File: src/rtl/bank_cmd_sched_pkg.sv
// Shared types for the single-request DRAM bank command scheduler.
package dram_sched_pkg;

    typedef enum logic [2:0] {
        CMD_NOP  = 3'd0,
        CMD_ACT  = 3'd1,
        CMD_RD   = 3'd2,
        CMD_WR   = 3'd3,
        CMD_PRE  = 3'd4,
        CMD_PREA = 3'd5,
        CMD_REF  = 3'd6
    } cmd_t;

    // 2'b00 is never produced by the table; it is decoded like MISS.
    typedef enum logic [1:0] {
        STAT_NONE     = 2'b00,
        STAT_HIT      = 2'b01,
        STAT_MISS     = 2'b10,
        STAT_CONFLICT = 2'b11
    } row_stat_t;

    typedef enum logic [3:0] {
        S_IDLE         = 4'd0,
        S_LOOKUP       = 4'd1,
        S_WAIT_STAT    = 4'd2,
        S_PRE          = 4'd3,
        S_WAIT_RP      = 4'd4,
        S_ACT          = 4'd5,
        S_WAIT_RCD     = 4'd6,
        S_RW           = 4'd7,
        S_WAIT_DATA    = 4'd8,
        S_REF_PREA     = 4'd9,
        S_REF_WAIT_RP  = 4'd10,
        S_REF          = 4'd11,
        S_REF_WAIT_RFC = 4'd12
    } sched_state_t;

    typedef struct packed {
        logic        write;
        logic [1:0]  bg;
        logic [1:0]  bank;
        logic [15:0] row;
        logic [9:0]  col;
    } sched_req_t;

endpackage

File: src/rtl/bank_cmd_sched_if.sv
// Request, policy-table and command-bus signals of the bank command scheduler.
interface bank_cmd_sched_if;
    import dram_sched_pkg::*;

    logic        req_valid;
    logic        req_ready;
    logic        req_write;
    logic [1:0]  req_bank_group;
    logic [1:0]  req_bank;
    logic [15:0] req_row;
    logic [9:0]  req_col;
    logic        refresh_req;
    logic        refresh_ack;
    logic        pol_req_en;
    logic [1:0]  pol_bank_group;
    logic [1:0]  pol_bank;
    logic [15:0] pol_row;
    logic        pol_row_resolve;
    logic        pol_refresh;
    logic [1:0]  pol_row_stat;
    logic        cmd_valid;
    cmd_t        cmd;
    logic [1:0]  cmd_bg;
    logic [1:0]  cmd_bank;
    logic [15:0] cmd_row;
    logic [9:0]  cmd_col;
    logic        done;
    logic        done_write;

    // Environment side: front end, policy table and command bus consumer.
    modport master (
        output req_valid, req_write, req_bank_group, req_bank, req_row, req_col,
        output refresh_req, pol_row_stat,
        input  req_ready, refresh_ack, pol_req_en, pol_bank_group, pol_bank, pol_row,
        input  pol_row_resolve, pol_refresh, cmd_valid, cmd, cmd_bg, cmd_bank,
        input  cmd_row, cmd_col, done, done_write
    );

    // Scheduler side.
    modport slave (
        input  req_valid, req_write, req_bank_group, req_bank, req_row, req_col,
        input  refresh_req, pol_row_stat,
        output req_ready, refresh_ack, pol_req_en, pol_bank_group, pol_bank, pol_row,
        output pol_row_resolve, pol_refresh, cmd_valid, cmd, cmd_bg, cmd_bank,
        output cmd_row, cmd_col, done, done_write
    );

endinterface

File: src/rtl/bank_cmd_sched_timing_counter.sv
// Shared timing down-counter: load wins, otherwise decrement and hold at zero.
module timing_counter #(
    parameter int CNT_W = 8
) (
    input  logic             clk,
    input  logic             rst_n,
    input  logic             load,
    input  logic [CNT_W-1:0] load_val,
    output logic             zero
);

    logic [CNT_W-1:0] count_r;

    // Counter register with load priority and saturation at zero.
    always_ff @(posedge clk or negedge rst_n) begin
        if (!rst_n) begin
            count_r <= {CNT_W{1'b0}};
        end else if (load) begin
            count_r <= load_val;
        end else if (count_r != {CNT_W{1'b0}}) begin
            count_r <= count_r - {{(CNT_W-1){1'b0}}, 1'b1};
        end else begin
            count_r <= count_r;
        end
    end

    assign zero = (count_r == {CNT_W{1'b0}});

endmodule

File: src/rtl/bank_cmd_sched.sv
// Single-request DRAM command scheduler: classifies each access through the
// open-row policy table, sequences PRE/ACT/RD/WR and the PREA/REF refresh.
module bank_cmd_sched
    import dram_sched_pkg::*;
#(
    parameter int T_RP    = 4,
    parameter int T_RCD   = 4,
    parameter int T_CL    = 6,
    parameter int T_CWL   = 4,
    parameter int T_BURST = 4,
    parameter int T_RFC   = 32,
    parameter int CNT_W   = 8
) (
    input logic             CLK,
    input logic             nRST,
    bank_cmd_sched_if.slave bus
);

    // The counter is loaded on entry to a command state, so the command
    // cycle itself is the first cycle of the wait.
    localparam logic [CNT_W-1:0] LD_RP  = CNT_W'(T_RP - 1);
    localparam logic [CNT_W-1:0] LD_RCD = CNT_W'(T_RCD - 1);
    localparam logic [CNT_W-1:0] LD_RD  = CNT_W'(T_CL + T_BURST - 1);
    localparam logic [CNT_W-1:0] LD_WR  = CNT_W'(T_CWL + T_BURST - 1);
    localparam logic [CNT_W-1:0] LD_RFC = CNT_W'(T_RFC - 1);

    sched_state_t     state_r, state_s;
    sched_req_t       req_r, req_s;
    logic             handshake_s, cnt_load_s, cnt_zero_s;
    logic [CNT_W-1:0] cnt_val_s;
    logic             ready_r, ready_s, done_r, done_s, done_write_r, done_write_s;
    logic             ack_r, ack_s, pol_en_r, pol_en_s, pol_ref_r, pol_ref_s;
    logic [1:0]       pol_bg_r, pol_bg_s, pol_bank_r, pol_bank_s;
    logic [15:0]      pol_row_r, pol_row_s;
    logic             cmd_valid_r, cmd_valid_s;
    cmd_t             cmd_r, cmd_s;
    logic [1:0]       cmd_bg_r, cmd_bg_s, cmd_bank_r, cmd_bank_s;
    logic [15:0]      cmd_row_r, cmd_row_s;
    logic [9:0]       cmd_col_r, cmd_col_s;

    // ready_r is low for the first IDLE cycle after done/refresh_ack and in reset.
    assign bus.req_ready = ready_r & ~bus.refresh_req;
    assign handshake_s   = bus.req_valid & bus.req_ready;

    // Next-state logic and request latch selection.
    always_comb begin
        state_s = state_r;
        req_s   = req_r;
        case (state_r)
            S_IDLE: begin
                if (bus.refresh_req) begin
                    state_s = S_REF_PREA;
                end else if (handshake_s) begin
                    state_s     = S_LOOKUP;
                    req_s.write = bus.req_write;
                    req_s.bg    = bus.req_bank_group;
                    req_s.bank  = bus.req_bank;
                    req_s.row   = bus.req_row;
                    req_s.col   = bus.req_col;
                end else begin
                    state_s = S_IDLE;
                end
            end
            S_LOOKUP:    state_s = S_WAIT_STAT;
            S_WAIT_STAT: begin
                case (bus.pol_row_stat)
                    STAT_HIT:      state_s = S_RW;
                    STAT_CONFLICT: state_s = S_PRE;
                    default:       state_s = S_ACT;
                endcase
            end
            S_PRE:          state_s = S_WAIT_RP;
            S_WAIT_RP:      state_s = cnt_zero_s ? S_LOOKUP : S_WAIT_RP;
            S_ACT:          state_s = S_WAIT_RCD;
            S_WAIT_RCD:     state_s = cnt_zero_s ? S_RW : S_WAIT_RCD;
            S_RW:           state_s = S_WAIT_DATA;
            S_WAIT_DATA:    state_s = cnt_zero_s ? S_IDLE : S_WAIT_DATA;
            S_REF_PREA:     state_s = S_REF_WAIT_RP;
            S_REF_WAIT_RP:  state_s = cnt_zero_s ? S_REF : S_REF_WAIT_RP;
            S_REF:          state_s = S_REF_WAIT_RFC;
            S_REF_WAIT_RFC: state_s = cnt_zero_s ? S_IDLE : S_REF_WAIT_RFC;
            default:        state_s = S_IDLE;
        endcase
    end

    // Output decode from the next state, so every output is a register.
    always_comb begin
        cnt_load_s  = 1'b0;
        cnt_val_s   = {CNT_W{1'b0}};
        pol_en_s    = 1'b0;
        pol_bg_s    = 2'b00;
        pol_bank_s  = 2'b00;
        pol_row_s   = 16'h0000;
        pol_ref_s   = 1'b0;
        cmd_valid_s = 1'b0;
        cmd_s       = CMD_NOP;
        cmd_bg_s    = 2'b00;
        cmd_bank_s  = 2'b00;
        cmd_row_s   = 16'h0000;
        cmd_col_s   = 10'h000;
        case (state_s)
            S_LOOKUP: begin
                pol_en_s   = 1'b1;
                pol_bg_s   = req_s.bg;
                pol_bank_s = req_s.bank;
                pol_row_s  = req_s.row;
            end
            S_PRE: begin
                cnt_load_s  = 1'b1;
                cnt_val_s   = LD_RP;
                cmd_valid_s = 1'b1;
                cmd_s       = CMD_PRE;
                cmd_bg_s    = req_s.bg;
                cmd_bank_s  = req_s.bank;
            end
            S_ACT: begin
                cnt_load_s  = 1'b1;
                cnt_val_s   = LD_RCD;
                cmd_valid_s = 1'b1;
                cmd_s       = CMD_ACT;
                cmd_bg_s    = req_s.bg;
                cmd_bank_s  = req_s.bank;
                cmd_row_s   = req_s.row;
            end
            S_RW: begin
                cnt_load_s  = 1'b1;
                cnt_val_s   = req_s.write ? LD_WR : LD_RD;
                cmd_valid_s = 1'b1;
                cmd_s       = req_s.write ? CMD_WR : CMD_RD;
                cmd_bg_s    = req_s.bg;
                cmd_bank_s  = req_s.bank;
                cmd_col_s   = req_s.col;
            end
            S_REF_PREA: begin
                cnt_load_s  = 1'b1;
                cnt_val_s   = LD_RP;
                cmd_valid_s = 1'b1;
                cmd_s       = CMD_PREA;
            end
            S_REF: begin
                cnt_load_s  = 1'b1;
                cnt_val_s   = LD_RFC;
                cmd_valid_s = 1'b1;
                cmd_s       = CMD_REF;
                pol_ref_s   = 1'b1;
            end
            default: begin
                cnt_load_s = 1'b0;
            end
        endcase
        done_s       = (state_r == S_WAIT_DATA) && cnt_zero_s;
        done_write_s = done_s && req_r.write;
        ack_s        = (state_r == S_REF_WAIT_RFC) && cnt_zero_s;
        ready_s      = (state_s == S_IDLE) && !done_s && !ack_s;
    end

    // State, request latch and registered outputs.
    always_ff @(posedge CLK or negedge nRST) begin
        if (!nRST) begin
            state_r      <= S_IDLE;
            req_r        <= '0;
            ready_r      <= 1'b0;
            done_r       <= 1'b0;
            done_write_r <= 1'b0;
            ack_r        <= 1'b0;
            pol_en_r     <= 1'b0;
            pol_bg_r     <= 2'b00;
            pol_bank_r   <= 2'b00;
            pol_row_r    <= 16'h0000;
            pol_ref_r    <= 1'b0;
            cmd_valid_r  <= 1'b0;
            cmd_r        <= CMD_NOP;
            cmd_bg_r     <= 2'b00;
            cmd_bank_r   <= 2'b00;
            cmd_row_r    <= 16'h0000;
            cmd_col_r    <= 10'h000;
        end else begin
            state_r      <= state_s;
            req_r        <= req_s;
            ready_r      <= ready_s;
            done_r       <= done_s;
            done_write_r <= done_write_s;
            ack_r        <= ack_s;
            pol_en_r     <= pol_en_s;
            pol_bg_r     <= pol_bg_s;
            pol_bank_r   <= pol_bank_s;
            pol_row_r    <= pol_row_s;
            pol_ref_r    <= pol_ref_s;
            cmd_valid_r  <= cmd_valid_s;
            cmd_r        <= cmd_s;
            cmd_bg_r     <= cmd_bg_s;
            cmd_bank_r   <= cmd_bank_s;
            cmd_row_r    <= cmd_row_s;
            cmd_col_r    <= cmd_col_s;
        end
    end

    timing_counter #(.CNT_W(CNT_W)) u_timing_counter (
        .clk      (CLK),
        .rst_n    (nRST),
        .load     (cnt_load_s),
        .load_val (cnt_val_s),
        .zero     (cnt_zero_s)
    );

    assign bus.done            = done_r;
    assign bus.done_write      = done_write_r;
    assign bus.refresh_ack     = ack_r;
    assign bus.pol_req_en      = pol_en_r;
    assign bus.pol_bank_group  = pol_bg_r;
    assign bus.pol_bank        = pol_bank_r;
    assign bus.pol_row         = pol_row_r;
    assign bus.pol_row_resolve = 1'b0;
    assign bus.pol_refresh     = pol_ref_r;
    assign bus.cmd_valid       = cmd_valid_r;
    assign bus.cmd             = cmd_r;
    assign bus.cmd_bg          = cmd_bg_r;
    assign bus.cmd_bank        = cmd_bank_r;
    assign bus.cmd_row         = cmd_row_r;
    assign bus.cmd_col         = cmd_col_r;

endmodule
File: src/flat_wrapper.sv
// flat-port wrapper written by rule: the top's interface ports become plain ports
module bank_cmd_sched_flat import dram_sched_pkg::*;
#(
    parameter int T_RP    = 4,
    parameter int T_RCD   = 4,
    parameter int T_CL    = 6,
    parameter int T_CWL   = 4,
    parameter int T_BURST = 4,
    parameter int T_RFC   = 32,
    parameter int CNT_W   = 8
)
  (CLK, nRST, bus_req_valid, bus_req_write, bus_req_bank_group, bus_req_bank, bus_req_row, bus_req_col, bus_refresh_req, bus_pol_row_stat, bus_req_ready, bus_refresh_ack, bus_pol_req_en, bus_pol_bank_group, bus_pol_bank, bus_pol_row, bus_pol_row_resolve, bus_pol_refresh, bus_cmd_valid, bus_cmd, bus_cmd_bg, bus_cmd_bank, bus_cmd_row, bus_cmd_col, bus_done, bus_done_write);
  bank_cmd_sched_if bus_i ();
  input logic CLK;
  input logic nRST;
  input wire logic [$bits(bus_i.req_valid)-1:0] bus_req_valid;
  input wire logic [$bits(bus_i.req_write)-1:0] bus_req_write;
  input wire logic [$bits(bus_i.req_bank_group)-1:0] bus_req_bank_group;
  input wire logic [$bits(bus_i.req_bank)-1:0] bus_req_bank;
  input wire logic [$bits(bus_i.req_row)-1:0] bus_req_row;
  input wire logic [$bits(bus_i.req_col)-1:0] bus_req_col;
  input wire logic [$bits(bus_i.refresh_req)-1:0] bus_refresh_req;
  input wire logic [$bits(bus_i.pol_row_stat)-1:0] bus_pol_row_stat;
  output wire logic [$bits(bus_i.req_ready)-1:0] bus_req_ready;
  output wire logic [$bits(bus_i.refresh_ack)-1:0] bus_refresh_ack;
  output wire logic [$bits(bus_i.pol_req_en)-1:0] bus_pol_req_en;
  output wire logic [$bits(bus_i.pol_bank_group)-1:0] bus_pol_bank_group;
  output wire logic [$bits(bus_i.pol_bank)-1:0] bus_pol_bank;
  output wire logic [$bits(bus_i.pol_row)-1:0] bus_pol_row;
  output wire logic [$bits(bus_i.pol_row_resolve)-1:0] bus_pol_row_resolve;
  output wire logic [$bits(bus_i.pol_refresh)-1:0] bus_pol_refresh;
  output wire logic [$bits(bus_i.cmd_valid)-1:0] bus_cmd_valid;
  output wire logic [$bits(bus_i.cmd)-1:0] bus_cmd;
  output wire logic [$bits(bus_i.cmd_bg)-1:0] bus_cmd_bg;
  output wire logic [$bits(bus_i.cmd_bank)-1:0] bus_cmd_bank;
  output wire logic [$bits(bus_i.cmd_row)-1:0] bus_cmd_row;
  output wire logic [$bits(bus_i.cmd_col)-1:0] bus_cmd_col;
  output wire logic [$bits(bus_i.done)-1:0] bus_done;
  output wire logic [$bits(bus_i.done_write)-1:0] bus_done_write;
  assign bus_i.req_valid = bus_req_valid;
  assign bus_i.req_write = bus_req_write;
  assign bus_i.req_bank_group = bus_req_bank_group;
  assign bus_i.req_bank = bus_req_bank;
  assign bus_i.req_row = bus_req_row;
  assign bus_i.req_col = bus_req_col;
  assign bus_i.refresh_req = bus_refresh_req;
  assign bus_i.pol_row_stat = bus_pol_row_stat;
  assign bus_req_ready = bus_i.req_ready;
  assign bus_refresh_ack = bus_i.refresh_ack;
  assign bus_pol_req_en = bus_i.pol_req_en;
  assign bus_pol_bank_group = bus_i.pol_bank_group;
  assign bus_pol_bank = bus_i.pol_bank;
  assign bus_pol_row = bus_i.pol_row;
  assign bus_pol_row_resolve = bus_i.pol_row_resolve;
  assign bus_pol_refresh = bus_i.pol_refresh;
  assign bus_cmd_valid = bus_i.cmd_valid;
  assign bus_cmd = bus_i.cmd;
  assign bus_cmd_bg = bus_i.cmd_bg;
  assign bus_cmd_bank = bus_i.cmd_bank;
  assign bus_cmd_row = bus_i.cmd_row;
  assign bus_cmd_col = bus_i.cmd_col;
  assign bus_done = bus_i.done;
  assign bus_done_write = bus_i.done_write;
  bank_cmd_sched #(.T_RP(T_RP), .T_RCD(T_RCD), .T_CL(T_CL), .T_CWL(T_CWL), .T_BURST(T_BURST), .T_RFC(T_RFC), .CNT_W(CNT_W)) u_core (.CLK(CLK), .nRST(nRST), .bus(bus_i));
endmodule
File: config.mk
export PLATFORM = sky130hd
export DESIGN_NAME = bank_cmd_sched_flat
export DESIGN_NICKNAME = d
export VERILOG_FILES = /design/src/rtl/bank_cmd_sched_pkg.sv /design/src/rtl/bank_cmd_sched_if.sv /design/src/rtl/bank_cmd_sched_timing_counter.sv /design/src/rtl/bank_cmd_sched.sv /design/src/flat_wrapper.sv
export SDC_FILE = /design/constraint.sdc
export NUM_CORES = 1
export LEC_CHECK = 0
export ABC_AREA = 0
export ABC_CLOCK_PERIOD_IN_PS = 2300
export BUFFER_PORTS_ARGS = -buffer_cell sky130_fd_sc_hd__buf_4
export CORE_ASPECT_RATIO = 1.75
export CORE_MARGIN = 3
export CORE_UTILIZATION = 30
export DETAILED_ROUTE_END_ITERATION = 10
export HOLD_SLACK_MARGIN = 0.03
export PLACE_DENSITY = 0.59
export SLEW_MARGIN = 40
export SYNTH_ARGS = -nofsm -noshare
export SYNTH_HDL_FRONTEND = slang
export SYNTH_SLANG_ARGS = --single-unit
File: constraint.sdc
create_clock -name CLK -period 2.3 [get_ports CLK]
set_input_delay 0.23 -clock CLK [delete_from_list [all_inputs] [get_ports CLK]]
set_output_delay 0.23 -clock CLK [all_outputs]
set_load 0.01 [all_outputs]
==> results.json <==
{
  "synth_area_leaders": "dfrtp_1, mux2i_1, nor2_1, mux2_2, inv_1",
  "vias": 2787,
  "fillCellCount": 1250,
  "r2r_slack_ns": 0.02,
  "drive_above_1_share_pct": 40.1,
  "ys_seq_elements": 103,
  "cts_made_buffers": 9,
  "fin_skew_ns": 0.00674,
  "grt_pass1_wl_um": 14900,
  "clk_latency_ns": 0.33,
  "grt_overflow_total": 0,
  "finalCriticalPeriod_ns": 2.28,
  "antennaDiodeCount": 0,
  "slowest_stage": "or4b_4",
  "initial_utilization_pct": 30.9,
  "synth_top_area_share_pct": 66.3,
  "synthTopCellsByCount": "dfrtp_1, nor2_1, inv_1, mux2i_1, nor2b_1",
  "ioPinCount": 98,
  "synth-edff-count": 0,
  "portBuffers": 96,
  "finalHoldViolCount": 0,
  "powerDensity_nw_per_um2": 1190,
  "cts-htree-levels": 3,
  "cp_max_fo": 6,
  "max-cap-violations": 0,
  "synth_area_um2": 3890,
  "grt_pass1_vias": 3081,
  "slew_violations": 0,
  "stdcell_count": 619,
  "finish.utilization_pct": 43.5,
  "fin_crit_sh_pct": 99.0,
  "synth_top_area_cell": "dfrtp_1",
  "worstMarginPinSlew_ns": 0.687,
  "drc_errors": 0,
  "dr.pass1.iters": 5,
  "ys.flop_type": "dfrtp_1",
  "cp.arrival_ns": 2.54,
  "ant_nets": 0,
  "setup_viol": 0,
  "die_area_um2": 14400,
  "wl_um": 9610,
  "syn-num-nets": 355,
  "syn2layout_area_growth_pct": 40.8,
  "ir_worst_vdd_uv": 624,
  "start_kind": "register",
  "fmax_mhz": 439,
  "final_net_count": 485,
  "ys_seq_area_share_pct": 66.3,
  "row_count": 54,
  "antenna_found_initial": 0,
  "clockRootBuffer": "clkbuf_16",
  "relSlewSlack_pct": 53.8,
  "crit_required_ns": 2.56,
  "path_cells": "inv_2 -> ha_4 -> or4b_4 -> o211ai_1 -> nor3b_4 -> nand4_1 -> buf_6 -> buf_4 -> nor2_1",
  "vias_per_cell": 4.50,
  "yosysMostFrequentCell": "dfrtp_1",
  "syn_inst": 317,
  "finalSetupTns_ns": 0,
  "total_power_mw": 6.53,
  "coreArea_um2": 12600,
  "track_usage_pct": 13.3,
  "clock_path_buffers": 2,
  "dp.cells": 592,
  "timing.hold.ws_ns": 0.139,
  "crit_family": "simple AND/OR/NAND/NOR gates",
  "hp-class": "in -> reg",
  "path_buf_inv": 3,
  "cts_tree": "yes",
  "yosysUniqueCellTypes": 51,
  "drt-initial-drc-count": 85,
  "die_w_um": 92.0,
  "worst_path_largest_cell_delay_ns": 0.49,
  "synthArstFlopShare_pct": 100,
  "rsz0062_at_grt": "true",
  "cp-end-kind": "register",
  "wire_per_inst_um": 15.5,
  "ys_warn_count": 0,
  "worstSetupPathType": "reg -> reg",
  "place_congestion": 0.866,
  "leakagePower_nw": 2.98,
  "outcome": "completed",
  "die_h_um": 157,
  "syn_area_per_cell_um2": 12.3,
  "path_clk_slew_ns": 0.07,
  "grt_max_degree": 58,
  "hpwl_um": 6810,
  "cts_sinks": 103
}
-- flip-flops by register name, indices dropped and copies added (netlist names), 3 cells and up --
name,cells
u_core.bus.cmd_row,16
u_core.state_r,4
u_core.bus.pol_row,16
u_core.bus.cmd_col,10
u_core.req_r,31
u_core.u_timing_counter.count_r,8
u_core.bus.cmd,3
-- worst register-to-register path, stage by stage, from the launching register on --
cell      delay [ns]
dfrtp_1         0.41
inv_2           0.08
ha_4            0.12
or4b_4          0.49
o211ai_1        0.19
nor3b_4         0.31
nand4_1         0.17
buf_6           0.17
buf_4           0.16
nor2_1          0.09
-- routing by layer --
metal  up-vias  share of wire (%)  GRT usage, %
met5         -                  0             0
met4         0                2.1          6.38
li1       1301                  -             -
met2        70                 57          24.8
met3        16                4.4          3.94
met1      1400                 36          13.5
-- stage by stage --
stage	setup slack, ns	cell area, µm²
global placement	-0.0751	4960
detailed placement	-0.158	4960
global route	-0.0642	5470
floorplan	0.0355	3890
finish	0.0234	5470
CTS	0.00491	5320
-- logic make-up after synthesis --
family                   share of synthesized area [%]
AO/OA/AOI/OAI                                     5.54
XOR/XNOR                                          1.35
adder cells (fa/ha/maj)                          0.322
buffers and inverters                             4.31
flip-flops                                        66.3
multiplexers                                      8.31
other                                           0.0965
AND/OR/NAND/NOR                                   13.7
-- cell type report --
| type | count | area (µm²) | area share [%] |
|---|---|---|---|
| clock buffer | 10 | 239 | 4.37 |
| clock inverter | 5 | 81.3 | 1.49 |
| inverter | 27 | 101 | 1.85 |
| multi-input combinational | 173 | 1210 | 22.2 |
| sequential | 103 | 2580 | 47.1 |
| tap | 168 | 210 | 3.84 |
| timing repair buffer | 133 | 1040 | 19.1 |
-- final timing paths --
check / startpoint / to / cells after the start
max reg2reg: u_core.u_timing_counter.count_r[1] / u_core.bus.pol_row[11] / 9
min in group asynchronous: nRST / u_core.bus.cmd[1] / 2
min: bus_req_col[5] / u_core.req_r[5] / 2
max: u_core.u_timing_counter.count_r[1] / u_core.bus.pol_row[11] / 9
min reg2reg: u_core.req_r[30] / u_core.bus.done_write / 1
max in group asynchronous: nRST / u_core.req_r[16] / 3
-- cell usage in the layout, fill, tap and decap left out, types with 2 or more instances in the layout --
master     count
buf_4        125
dfrtp_1      102
nor2_1        41
inv_1         24
mux2i_1       21
nor2b_1       11
nor3_1        10
mux2_2        10
nand2_1       10
clkbuf_16      9
a21oi_1        8
nor2_2         7
xnor2_1        5
buf_6          5
nand4_1        4
inv_2          3
o21ai_0        3
nand2b_1       2
o22ai_1        2
a31oi_1        2
and3_1         2
and2_1         2
nand3b_1       2
a21o_1         2
bufinv_16      2
buf_12         2
-- what timing repair did --
| action | in CTS | in global routing |
|---|---|---|
| cloned | 0 | 1 |
| pin swaps | 0 | 2 |
| endpoints found under the setup margin | 45 | 56 |
| endpoints found under the hold margin | 55 | 0 |
| setup buffers | 2 | 8 |
| hold buffers | 1 | 0 |
| gates resized for setup | 5 | 23 |
-- power breakdown --
group,switching [mW],internal (mW),total [mW],leakage (nW)
sequential,0.228,2.23,2.45,1.39
clock,0.635,0.979,1.61,0.155
combinational,1.30,1.16,2.46,1.44
total,2.17,4.36,6.53,2.98
Power figures use the tool's default switching activity.
